[src/rtl/sw_debounce.sv]
// ---------------------------------------------------------------------------
// sw_debounce -- multi-channel switch debouncer
//
// Each raw switch bit is brought into the clk domain through a 2-flop
// synchronizer. A per-channel counter then measures how long the
// synchronized level has disagreed with the debounced output. The new level
// is accepted once it has disagreed on CNT_MAX consecutive edges.
//
// Ports (top):
//   clk        system clock, rising edge
//   rst_n      asynchronous active-low reset
//   sw_in      [WIDTH] raw switch levels (asynchronous, bouncy)
//   sw_out     [WIDTH] debounced levels
//   sw_rise    [WIDTH] one-cycle pulse on a 0->1 change of sw_out
//   sw_fall    [WIDTH] one-cycle pulse on a 1->0 change of sw_out
//   sw_changed one-cycle pulse when any rise/fall pulse is high
//   busy       any channel counter non-zero (combinational)
// ---------------------------------------------------------------------------

// One debounce channel: synchronizer, stability counter, output and edge flops.
module sw_debounce_lane #(
    parameter int CNT_MAX = 8,
    parameter int CNT_W   = 4
) (
    input  logic clk,
    input  logic rst_n,
    input  logic sw_i,
    output logic out_o,
    output logic rise_o,
    output logic fall_o,
    output logic ev_o,     // next-state of rise|fall, for the shared change flop
    output logic busy_o
);
    localparam logic [CNT_W-1:0] CNT_LAST = CNT_W'(CNT_MAX - 1);

    logic             sync1_q, sync2_q;
    logic [CNT_W-1:0] cnt_q, cnt_d;
    logic             out_q, out_d;
    logic             rise_q, rise_d;
    logic             fall_q, fall_d;

    // Only sync1_q ever looks at the raw input.
    always_ff @(posedge clk or negedge rst_n) begin
        if (!rst_n) begin
            sync1_q <= 1'b0;
            sync2_q <= 1'b0;
        end else begin
            sync1_q <= sw_i;
            sync2_q <= sync1_q;
        end
    end

    // Any agreement clears the count, so a glitch shorter than the threshold
    // leaves no trace. The >= compare keeps the counter pinned below
    // CNT_MAX even if it were somehow disturbed.
    always_comb begin
        cnt_d  = '0;
        out_d  = out_q;
        rise_d = 1'b0;
        fall_d = 1'b0;
        if (sync2_q != out_q) begin
            if (cnt_q >= CNT_LAST) begin
                out_d  = sync2_q;
                rise_d = sync2_q;
                fall_d = ~sync2_q;
            end else begin
                cnt_d = cnt_q + 1'b1;
            end
        end
    end

    always_ff @(posedge clk or negedge rst_n) begin
        if (!rst_n) begin
            cnt_q  <= '0;
            out_q  <= 1'b0;
            rise_q <= 1'b0;
            fall_q <= 1'b0;
        end else begin
            cnt_q  <= cnt_d;
            out_q  <= out_d;
            rise_q <= rise_d;
            fall_q <= fall_d;
        end
    end

    assign out_o  = out_q;
    assign rise_o = rise_q;
    assign fall_o = fall_q;
    assign ev_o   = rise_d | fall_d;
    assign busy_o = |cnt_q;
endmodule

module sw_debounce #(
    parameter int WIDTH   = 4,
    parameter int CNT_MAX = 8,
    parameter int CNT_W   = 4
) (
    input  logic             clk,
    input  logic             rst_n,
    input  logic [WIDTH-1:0] sw_in,
    output logic [WIDTH-1:0] sw_out,
    output logic [WIDTH-1:0] sw_rise,
    output logic [WIDTH-1:0] sw_fall,
    output logic             sw_changed,
    output logic             busy
);
    logic [WIDTH-1:0] ev;
    logic [WIDTH-1:0] lane_busy;
    logic             changed_q, changed_d;

    for (genvar i = 0; i < WIDTH; i++) begin : g_lane
        sw_debounce_lane #(
            .CNT_MAX(CNT_MAX),
            .CNT_W  (CNT_W)
        ) u_lane (
            .clk   (clk),
            .rst_n (rst_n),
            .sw_i  (sw_in[i]),
            .out_o (sw_out[i]),
            .rise_o(sw_rise[i]),
            .fall_o(sw_fall[i]),
            .ev_o  (ev[i]),
            .busy_o(lane_busy[i])
        );
    end

    // Registered from the lanes' next-state pulses so it lines up with
    // sw_rise/sw_fall rather than trailing them by a cycle.
    assign changed_d = |ev;

    always_ff @(posedge clk or negedge rst_n) begin
        if (!rst_n) changed_q <= 1'b0;
        else        changed_q <= changed_d;
    end

    assign sw_changed = changed_q;
    assign busy       = |lane_busy;
endmodule
[config.mk]
export PLATFORM = sky130hd
export DESIGN_NAME = sw_debounce
export DESIGN_NICKNAME = d
export VERILOG_FILES = /design/src/rtl/sw_debounce.sv
export SDC_FILE = /design/constraint.sdc
export NUM_CORES = 1
export LEC_CHECK = 0
export BUFFER_PORTS_ARGS = -buffer_cell sky130_fd_sc_hd__buf_4
export CORE_MARGIN = 4
export CORE_UTILIZATION = 55
export DETAILED_ROUTE_END_ITERATION = 10
export GPL_TIMING_DRIVEN = 1
export PLACE_DENSITY_LB_ADDON = 0.3
export RECOVER_POWER = 100
export SYNTH_ARGS = -nofsm -noshare
export SYNTH_HDL_FRONTEND = slang
export SYNTH_HIERARCHICAL = 1
export SYNTH_SLANG_ARGS = --single-unit
[constraint.sdc]
create_clock -name clk -period 2.5 [get_ports clk]
set_clock_uncertainty 0.2 [all_clocks]
set_input_delay 0.5 -clock clk [delete_from_list [all_inputs] [get_ports clk]]
set_output_delay 0.5 -clock clk [all_outputs]
set_load 0.1 [all_outputs]
Word level (Yosys, flattened, before mapping)
Index checks and enable logic that the tools add are counted.
- add/sub/neg operators: 4
- order comparisons: 4
- equal/unequal tests: 4
- mux-type cells: 24
- bitwise logic cells: 8
- reductions and logical operators: 6
- operators with widths (kind ; number):
    $mux W4 ; 8
    $add A4 B1 Y4 const B ; 4
    $ge A4 B3 Y1 const B ; 4
    $mux W1 ; 16
    $reduce_or A16 Y1 ; 1
    $reduce_and A2 Y1 ; 4
    $ne A1 B1 Y1 ; 4
    $not A1 Y1 ; 4
    $or A1 B1 Y1 ; 4
    $reduce_or A4 Y1 ; 1
- register bits after elaboration: 37

Depth between registers and ports, before layout
- word-level depth: 5
- depth in mapped cells: 4
- mapped depth without buffers: 4

By module
The synthesis kept the hierarchy.
- modules (own cells, without submodules) (module ; times used ; cells each ; area an instance (µm²)):
    sw_debounce_lane at g_lane[1].u_lane ... ; 3 ; 28 ; 359.1
    sw_debounce_lane at g_lane[0].u_lane ; 1 ; 28 ; 352.8
    sw_debounce ; 1 ; 3 ; 40.0

Worst setup path after synthesis
OpenSTA, ideal clock, no wires.
- kind: reg2out
- start point: reg g_lane[1].u_lane.cnt_q[0]
- end point: out busy
- arrival time: 1.566 ns
- data required time: 1.800 ns
- path slack: 0.234 ns
- cell stages (with the launch flop): 5
- path buffers: 0
- cells stage by stage: dfrtp_1 inv_1 ha_1 nand2_1 or4_1
- longest elaborated chain between the ends: 1
- RTL lines (what ; line ; text):
    from (decl) ; 37 ; logic [CNT_W-1:0] cnt_q, cnt_d;
    from (signal assigned) ; 79 ; cnt_q <= cnt_d;
    $reduce_or A16 Y1 ; 137 ; assign busy = |lane_busy;
    to (decl) ; 105 ; output logic busy
Every way passes these cells.

Worst setup path in the final report
Same ends and word-level chain as after synthesis.

==> flow_metrics.tcl <==
set metrics [dict create \
    status "complete, no violations" \
    final.setup.tns_ns 0 \
    fp.coreArea_sq_um 2520 \
    start_util_pct 58.3 \
    cp.arrival_ns 1.75 \
    vias 923 \
    cts_buffer_depth 2 \
    ant_nets 0 \
    use_met2_pct 28.5 \
    crit_family "simple AND/OR/NAND/NOR gates" \
    ys_seq_area_share_pct 63.0 \
    final_cell_count_no_fill 177 \
    drt_pass1_iterations 3 \
    nFillCells 184 \
    die_area_sq_um 3560 \
    drc_errors 0 \
    stdcell_area_sq_um 1800 \
    rows 18 \
    post-place-ws_ns 0.384 \
    grt_start_max_net_pins 38 \
    ys_ff_latch 37 \
    gr-usage-all-layers_pct 17.0 \
    power.static_leakage_uw 0.000883 \
    grtUsageMet3_pct 6.48 \
    grt_busiest_layer "met2" \
    area_delta_synth_final_pct 22.1 \
    netlist_area_sq_um 1470 \
    routed_wl_mm 2.49 \
    multiInputGateArea_sq_um 520 \
    placedInstanceArea_sq_um 1650 \
    max_slew_margin_pct 42.7 \
    required_ns 1.80 \
    cts_tree "done" \
    clk_latency_ns 0.33 \
    grt_overflow_total 0 \
    hold_viol 0 \
    final_cell_mix "dfrtp_1, buf_4, nor2_1, nor3_1, nor3b_1" \
    cts_buffers 5 \
    routed_via_density 5.21 \
    die_y_um 59.7 \
    diodes 0 \
    fin_crit_ns 2.45 \
    grt_pass1_vias 962 \
    syn_area_per_cell_sq_um 12.8 \
    path_buf_inv 2 \
    fin_crit_sh_pct 97.9 \
    drive_above_1_share_pct 28.6 \
    critPathSlowestCell "or4_4" \
    fmax_mhz 409 \
    ir_drop_v 0.000894 \
    drtIter0Drc 30 \
    slowest_delay_ns 0.54 \
    ys.warnings.count 6 \
    numClockSinks 37 \
    dp_cells 164 \
    hp-class "primary input to flop" \
    gp_congestion 0.735 \
    grtUsageMet1_pct 19.0 \
    layout.nets 160 \
    seq_area_sq_um 926 \
    clk_pin_slew_ns 0.11 \
    setup_viol 0 \
    layout_commonest_cell "dfrtp_1" \
    crit_path_cell_trace "inv_1 > ha_1 > nand2_1 > or4_4 > buf_12" \
    wl_per_cell_um 14.1 \
    yosysUniqueCellTypes 14 \
    antenna_found_initial 0 \
    cap_viol_max_count 0 \
    hpwl_mm 1.72 \
    cts-root-buf "clkbuf_4" \
    crit_fanout 4 \
    rsz0062_at_grt "yes" \
    port_buffers 19 \
    die_w_um 59.7 \
    htreeDepth 2 \
    io_pins 20 \
    syn_inst 115 \
    hold_slack_ns 0.0878 \
    setup_slack_ns 0.0528 \
    endpoint_kind "primary output" \
    grt_first_pass_wirelength_mm 4.26 \
    critical_path.startpoint_type "flop" \
    path_class "flop to primary output" \
    max_slew.worst_pin.slew_ns 0.859 \
    drv_slew 0 \
    power_density_nw_per_um2 1100 \
    syn-num-nets 129 \
]
## where the power goes
group | switching (uW) | internal [uW] | leakage [uW]
Clock | 190 | 238 | 0.0000445
Combinational | 449 | 273 | 0.000352
Sequential | 118 | 705 | 0.000486
Total | 756 | 1220 | 0.000883
## metal layers
| metal | vias to the layer above | wire, um | share of wire (%) |
|---|---|---|---|
| met5 | - | 0 | 0 |
| met4 | 0 | 30 | 1.2 |
| li1 | 452 | - | - |
| met1 | 452 | 1110 | 45 |
| met3 | 4 | 90 | 3.6 |
| met2 | 15 | 1260 | 51 |
## cells by family after synthesis
kind of cell             share of synthesized area, %
AO/OA/AOI/OAI                                    5.02
XOR/XNOR                                         2.38
adder cells (fa/ha/maj)                          6.81
buffers and inverters                            2.04
flip-flops                                       63.0
multiplexers                                     4.09
AND/OR/NAND/NOR                                  16.7
## synthesized netlist by cell type, drive strengths merged
cell type / instances / area share [%]
or4: 2 / 1.0
mux2: 4 / 4.1
nand3: 4 / 1.4
xnor2: 4 / 2.4
nor3: 12 / 4.1
nor2: 12 / 3.1
nand2: 4 / 1.0
a21oi: 4 / 1.4
a21o: 4 / 3.7
inv: 8 / 2.0
dfrtp: 37 / 63
ha: 8 / 6.8
nor3b: 12 / 6.1
## final timing paths
check                                               start  depth (start not counted)  slack [ns]                       end
max in group asynchronous                           rst_n                          2        0.96  g_lane[1].u_lane/sync2_q
worst max register to register  g_lane[3].u_lane/cnt_q[0]                          5        0.55                sw_changed
min in group asynchronous                           rst_n                          2        0.60   g_lane[2].u_lane/fall_o
worst min-delay path                             sw_in[3]                          1        0.09  g_lane[3].u_lane/sync1_q
worst max-delay path            g_lane[1].u_lane/cnt_q[0]                          5        0.05                      busy
worst min register to register   g_lane[0].u_lane/sync1_q                          0        0.16  g_lane[0].u_lane/sync2_q
## flip-flops by register name (all words and copies together) (netlist names)
signal and flops:
g_lane.u_lane/cnt_q 16, g_lane.u_lane/fall_o 4, g_lane.u_lane/out_o 4, g_lane.u_lane/rise_o 4, g_lane.u_lane/sync1_q 4, g_lane.u_lane/sync2_q 4
sw_changed 1
## through the flow
| step | total power [uW] | utilization [%] |
|---|---|---|
| floorplan | 1310 | - |
| global placement | 1430 | 65.4 |
| detailed placement | 1470 | 65.4 |
| CTS | 1910 | 69.5 |
| global route | 2100 | 71.2 |
| finish | 1970 | 71.2 |
## final cells by class
| type | count | area share [%] |
|---|---|---|
| inverters | 8 | 1.67 |
| clock buffers | 6 | 2.86 |
| well taps | 30 | 2.09 |
| flip-flops and latches | 37 | 51.6 |
| repair buffers | 24 | 10.7 |
| clock inverters | 2 | 2.09 |
| multi-input cells | 70 | 29.0 |
## what timing repair did
action                                  in CTS  in global routing
buffers inserted                             0                  4
resized for setup                            1                  5
endpoints found under the hold margin       37                  0
endpoints found under the setup margin       1                  1
pin swaps                                    0                  1
hold buffers                                 1                  0
No activity file was read; power rests on OpenSTA's default activity.
